**src/rtl/pipeline_hazard_ctrl.sv**
```systemverilog
// -----------------------------------------------------------------------------
// pipeline_hazard_ctrl
//
// Central stall/flush sequencer for the 5-stage RV32 pipeline. Each cycle it
// decides which pipeline registers load and which take a bubble. It also
// launches multi-cycle mul/div ops in EX and waits for them to finish.
//
// Fixed priority in RUN: taken branch, then mul/div launch, then load-use,
// then fetch wait. In MD_WAIT the front of the pipe is frozen until md_done
// arrives or the timeout expires.
//
// Ports:
//   clk, rstn                   clock; synchronous active-low reset
//   id_rs1/id_rs2, id_uses_*    source operands of the instruction in ID
//   ex_rd, ex_is_load           destination and load flag of the EX instruction
//   ex_md_op, ex_branch_taken   EX holds a mul/div op / resolved a taken branch
//   md_done                     one-cycle pulse: mul/div result is valid
//   imem_ready                  fetch data is valid this cycle
//   *_en                        pipeline register load enables
//   *_flush                     load a bubble (NOP) instead of data
//   md_start                    one-cycle pulse that launches the mul/div unit
//   md_timeout                  sticky: a mul/div op hit MD_TIMEOUT
//   stall_cycles                saturating count of cycles with pc_en = 0
//   state                       debug: 0 = RUN, 1 = MD_WAIT
//
// Handshake: md_start is a single-cycle request. The unit answers with a
// single-cycle md_done. There is no backpressure in either direction. A
// missing md_done is covered by the MD_TIMEOUT forced release.
// -----------------------------------------------------------------------------
module pipeline_hazard_ctrl #(
    parameter int MD_TIMEOUT = 64,
    parameter int CNT_W      = 32
) (
    input  logic             clk,
    input  logic             rstn,
    input  logic [4:0]       id_rs1,
    input  logic [4:0]       id_rs2,
    input  logic             id_uses_rs1,
    input  logic             id_uses_rs2,
    input  logic [4:0]       ex_rd,
    input  logic             ex_is_load,
    input  logic             ex_md_op,
    input  logic             ex_branch_taken,
    input  logic             md_done,
    input  logic             imem_ready,
    output logic             pc_en,
    output logic             if_id_en,
    output logic             id_ex_en,
    output logic             ex_mem_en,
    output logic             mem_wb_en,
    output logic             if_id_flush,
    output logic             id_ex_flush,
    output logic             ex_mem_flush,
    output logic             md_start,
    output logic             md_timeout,
    output logic [CNT_W-1:0] stall_cycles,
    output logic             state
);

    typedef enum logic {
        RUN     = 1'b0,
        MD_WAIT = 1'b1
    } state_t;

    // Value of md_cnt during the last permitted MD_WAIT cycle.
    localparam logic [7:0] MD_LAST = 8'(MD_TIMEOUT - 1);

    state_t     st, st_nxt;
    logic [7:0] md_cnt, md_cnt_nxt;
    logic       timeout_set;
    logic       load_use;

    // A load into x0 never creates a dependency.
    assign load_use = ex_is_load && (ex_rd != 5'd0) &&
                      ((id_uses_rs1 && (id_rs1 == ex_rd)) ||
                       (id_uses_rs2 && (id_rs2 == ex_rd)));

    assign state = st;

    always_comb begin
        pc_en        = 1'b1;
        if_id_en     = 1'b1;
        id_ex_en     = 1'b1;
        ex_mem_en    = 1'b1;
        mem_wb_en    = 1'b1;
        if_id_flush  = 1'b0;
        id_ex_flush  = 1'b0;
        ex_mem_flush = 1'b0;
        md_start     = 1'b0;
        st_nxt       = st;
        md_cnt_nxt   = md_cnt;
        timeout_set  = 1'b0;

        if (!rstn) begin
            pc_en        = 1'b0;
            if_id_en     = 1'b0;
            id_ex_en     = 1'b0;
            ex_mem_en    = 1'b0;
            mem_wb_en    = 1'b0;
            if_id_flush  = 1'b1;
            id_ex_flush  = 1'b1;
            ex_mem_flush = 1'b1;
            st_nxt       = RUN;
            md_cnt_nxt   = 8'd0;
        end else begin
            case (st)
                RUN: begin
                    if (ex_branch_taken) begin
                        // A redirect squashes everything younger, including any
                        // md op that is illegally paired with it.
                        if_id_flush = 1'b1;
                        id_ex_flush = 1'b1;
                    end else if (ex_md_op) begin
                        md_start     = 1'b1;
                        pc_en        = 1'b0;
                        if_id_en     = 1'b0;
                        id_ex_en     = 1'b0;
                        ex_mem_flush = 1'b1;
                        st_nxt       = MD_WAIT;
                        md_cnt_nxt   = 8'd0;
                    end else if (load_use) begin
                        // One bubble only: the load moves on to MEM next cycle.
                        pc_en       = 1'b0;
                        if_id_en    = 1'b0;
                        id_ex_flush = 1'b1;
                    end else if (!imem_ready) begin
                        pc_en       = 1'b0;
                        if_id_flush = 1'b1;
                    end
                end
                MD_WAIT: begin
                    if (md_done) begin
                        // A result wins over a coincident timeout.
                        st_nxt     = RUN;
                        md_cnt_nxt = 8'd0;
                    end else if (md_cnt == MD_LAST) begin
                        st_nxt      = RUN;
                        md_cnt_nxt  = 8'd0;
                        timeout_set = 1'b1;
                    end else begin
                        pc_en        = 1'b0;
                        if_id_en     = 1'b0;
                        id_ex_en     = 1'b0;
                        ex_mem_flush = 1'b1;
                        md_cnt_nxt   = md_cnt + 8'd1;
                    end
                end
                default: st_nxt = RUN;
            endcase
        end
    end

    always_ff @(posedge clk) begin
        if (!rstn) begin
            st           <= RUN;
            md_cnt       <= 8'd0;
            md_timeout   <= 1'b0;
            stall_cycles <= '0;
        end else begin
            st     <= st_nxt;
            md_cnt <= md_cnt_nxt;
            if (timeout_set)
                md_timeout <= 1'b1;
            if (!pc_en && (stall_cycles != {CNT_W{1'b1}}))
                stall_cycles <= stall_cycles + CNT_W'(1);
        end
    end

endmodule

```
**config.mk**
```make
export PLATFORM = sky130hd
export DESIGN_NAME = pipeline_hazard_ctrl
export DESIGN_NICKNAME = d
export VERILOG_FILES = /design/src/rtl/pipeline_hazard_ctrl.sv
export SDC_FILE = /design/constraint.sdc
export NUM_CORES = 1
export LEC_CHECK = 0
export ABC_AREA = 1
export BUFFER_PORTS_ARGS = -buffer_cell sky130_fd_sc_hd__buf_4
export CORE_MARGIN = 2
export CORE_UTILIZATION = 54
export DETAILED_ROUTE_END_ITERATION = 8
export GPL_TIMING_DRIVEN = 1
export MAX_ROUTING_LAYER = met4
export PLACE_DENSITY_LB_ADDON = 0.25
export SYNTH_ARGS = -nofsm -noshare
export SYNTH_HDL_FRONTEND = slang
export SYNTH_SLANG_ARGS = --single-unit
```
**constraint.sdc**
```tcl
create_clock -name clk -period 2.15 [get_ports clk]
set_input_delay 0.215 -clock clk [delete_from_list [all_inputs] [get_ports clk]]
set_output_delay 0.215 -clock clk [all_outputs]
set_load 0.01 [all_outputs]
```
==> results.toml <==
[outcome]
status = "completed"

[sta]
finClkSkew_ns = 0.0123
hold_ws_ns = 0.196
min_period_ns = 2.07
hold_violations = 0
fmax_mhz = 484
tightestPinTransition_ns = 0.651
setup_viol = 0
slew_viol_final = 0
slew_headroom_pct = 56.3
finalCritPeriodShare_pct = 96.1

[critical_path]
ff2ff_setup_slack_ns = 0.17
criticalPathCategory = "reg2out"
regToRegStartpoint = "stall_cycles[1]"
critPathLaunch = "md_cnt[0]"
cp.arrival_ns = 1.85
crit_required_ns = 1.93
crit_fanout = 14
timing.rr.end = "stall_cycles[30]"
critPathLaunchType = "flip-flop"
ff2ff_path_depth = 10
critPathCaptureType = "output port"

[synth]
async_reset_ff_share_pct = 0
synth_compound_area_share_pct = 7.14
synth_common_cells = "nand2_1, nor2_1, inv_1"
synth_nets = 491
netlist_area_um2 = 2700
synth_ff_type = "dfxtp_1"
synthSimpleGateAreaFrac_pct = 46.0
netlist.area_leader.share_pct = 31.1
yosys.cell_types.count = 28
synth.most_common_cell = "nand2_1"
synth-edff-count = 0
avgSynthCellArea_um2 = 5.81
synth_seq_cells = 42
muxShareOfSynthArea_pct = 0
synth-adder-area-share_pct = 0.927
netlist_instances = 465
yosysTopAreaCell = "dfxtp_1"
synth_warnings = 0
synth_sequential_area_ratio_pct = 31.1
synth_area_leaders = "dfxtp_1, nand2_1, nor2_1"
synth_top_family_by_area = "simple AND/OR/NAND/NOR gates"
synth_xor_area_share_pct = 0.649

[grt]
grtUsageTotal_pct = 25.6
grt_overflow_total = 0
grt_max_degree = 30
grt_pass1_vias = 2639
antenna_found_initial = 0
grt_pass1_wl_um = 11000

[cts]
cts_buffers = 5
cts_tree = "built"
h-tree-depth = 2
clock_path_buffers = 2
cts.root.buffer_cell = "clkbuf_8"
cts_sinks = 42
path_clk_slew_ns = 0.09
clock_latency_ns = 0.30

[final_layout]
drive_gt1_share_pct = 17.6
diodes = 0
fin_area_um2 = 3440
utilization_pct = 71.9
finalNetCount = 558
area_growth_pct = 27.4

[detailed_routing]
drt-initial-drc-count = 197
via_count = 3017
via_per_inst = 5.03
ant_nets = 0
drt_first_pass_iters = 7
drc = 0
routedWlPerCell_um = 11.2
totalWireLength_um = 6740

[placed_design]
gp_congestion = 0.852
hpwlAfterDp_um = 4660
port_buffers = 66
place_area_um2 = 3210

[hold_path]
min_path_cells = 3
hold_path.class = "in2reg"
hp-start = "rstn"
holdPathEnd = "md_timeout"

[power_and_ir_drop]
irDropWorstVdd_mv = 0.278
p_leak_nw = 1.75
netSwitchingPower_w = 0.000429
p_seq_share_pct = 51.2
p_sw_share_pct = 27.6
power_w = 0.00155
power_density_nw_per_um2 = 452
p_int_w = 0.00113
p_clk_share_pct = 33.5
pwr-share-comb_pct = 15.3

[floorplan]
io_pins = 67
core_um2 = 4790
rows = 25
die_area_um2 = 5580
die_h_um = 74.7
die_w_um = 74.7
initial_core_util_pct = 56.4

[run]
cap_violations = 0
-- critical path, cell delays in order, from the launching register on --
cell,delay (ns)
dfxtp_4,0.38
ha_4,0.16
nand4_4,0.12
nor2_4,0.14
nand3_4,0.10
a21oi_4,0.19
nand3_4,0.14
buf_12,0.18
inv_1,0.05
buf_4,0.10
-- worst max path at each step --
| stage | to | slack [ns] | cells after the start |
|---|---|---|---|
| global placement | pc_en | 0.24 | 9 |
| global route | pc_en | -0.005 | 9 |
| CTS | pc_en | 0.02 | 9 |
| detailed placement | stall_cycles[8] | 0.18 | 11 |
| finish | pc_en | 0.08 | 9 |
| floorplan | pc_en | 0.36 | 9 |
-- layout make-up --
type	instances	area [µm²]
flip-flops and latches	42	850
inverters	74	278
well taps	67	83.8
multi-input cells	335	1520
fillers	432	1350
clock buffers	5	68.8
repair buffers	74	614
clock inverters	3	21.3
-- layer usage --
| metal | part of all wire, % | GRT usage, % | routed length [µm] | up-vias |
|---|---|---|---|---|
| met2 | 51 | 46.2 | 3430 | 103 |
| met4 | 1.3 | 6.15 | 87 | 0 |
| li1 | - | - | - | 1568 |
| met5 | 0 | - | 0 | - |
| met3 | 5.8 | 4.42 | 391 | 10 |
| met1 | 42 | 29.4 | 2830 | 1336 |
-- logic make-up after synthesis --
| group | Yosys count |
|---|---|
| buffers and inverters | 88 |
| flip-flops | 42 |
| adder cells (fa/ha/maj) | 2 |
| AO/OA/AOI/OAI | 34 |
| XOR/XNOR | 2 |
| AND/OR/NAND/NOR | 297 |
-- repair_timing --
| item | 4_1_cts | 5_1_grt |
|---|---|---|
| endpoints found under the setup margin | 1 | 16 |
| hold buffers | 0 | 0 |
| gates cloned | 1 | 1 |
| gates resized for setup | 8 | 5 |
| setup buffers | 2 | 1 |
| pin swaps | 2 | 2 |
-- power by group through the flow --
stage | Combinational, W | Sequential, W | Clock [W]
CTS | 0.000229 | 0.000797 | 0.000528
finish | 0.000238 | 0.000796 | 0.000520
detailed placement | 0.000208 | 0.000814 | 0
global placement | 0.000205 | 0.000813 | 0
floorplan | 0.000130 | 0.000816 | 0
global route | 0.000265 | 0.000798 | 0.000565
-- placed cells by master (no fill, tap or decap), types with 5 or more instances in the layout --
master	Yosys	final
a21oi_1	26	26
buf_4	2	70
clkbuf_8	0	5
dfxtp_1	42	39
inv_1	74	74
nand2_1	142	142
nand3_1	46	45
nand4_1	7	7
nor2_1	86	86
nor3_1	7	7
-- metrics by stage --
step / setup TNS, ns / cells / setup slack, ns
detailed placement: 0 / 587 / 0.182
global placement: 0 / 587 / 0.242
global route: -0.00542 / 600 / -0.00542
CTS: 0 / 598 / 0.0226
floorplan: 0 / 465 / 0.360
finish: 0 / 600 / 0.0849
-- flip-flops by register name, summed over array words and instances (netlist names) --
register / count
state: 1
md_cnt: 8
stall_cycles: 32
md_timeout: 1
(Power assumes the default switching activity.)
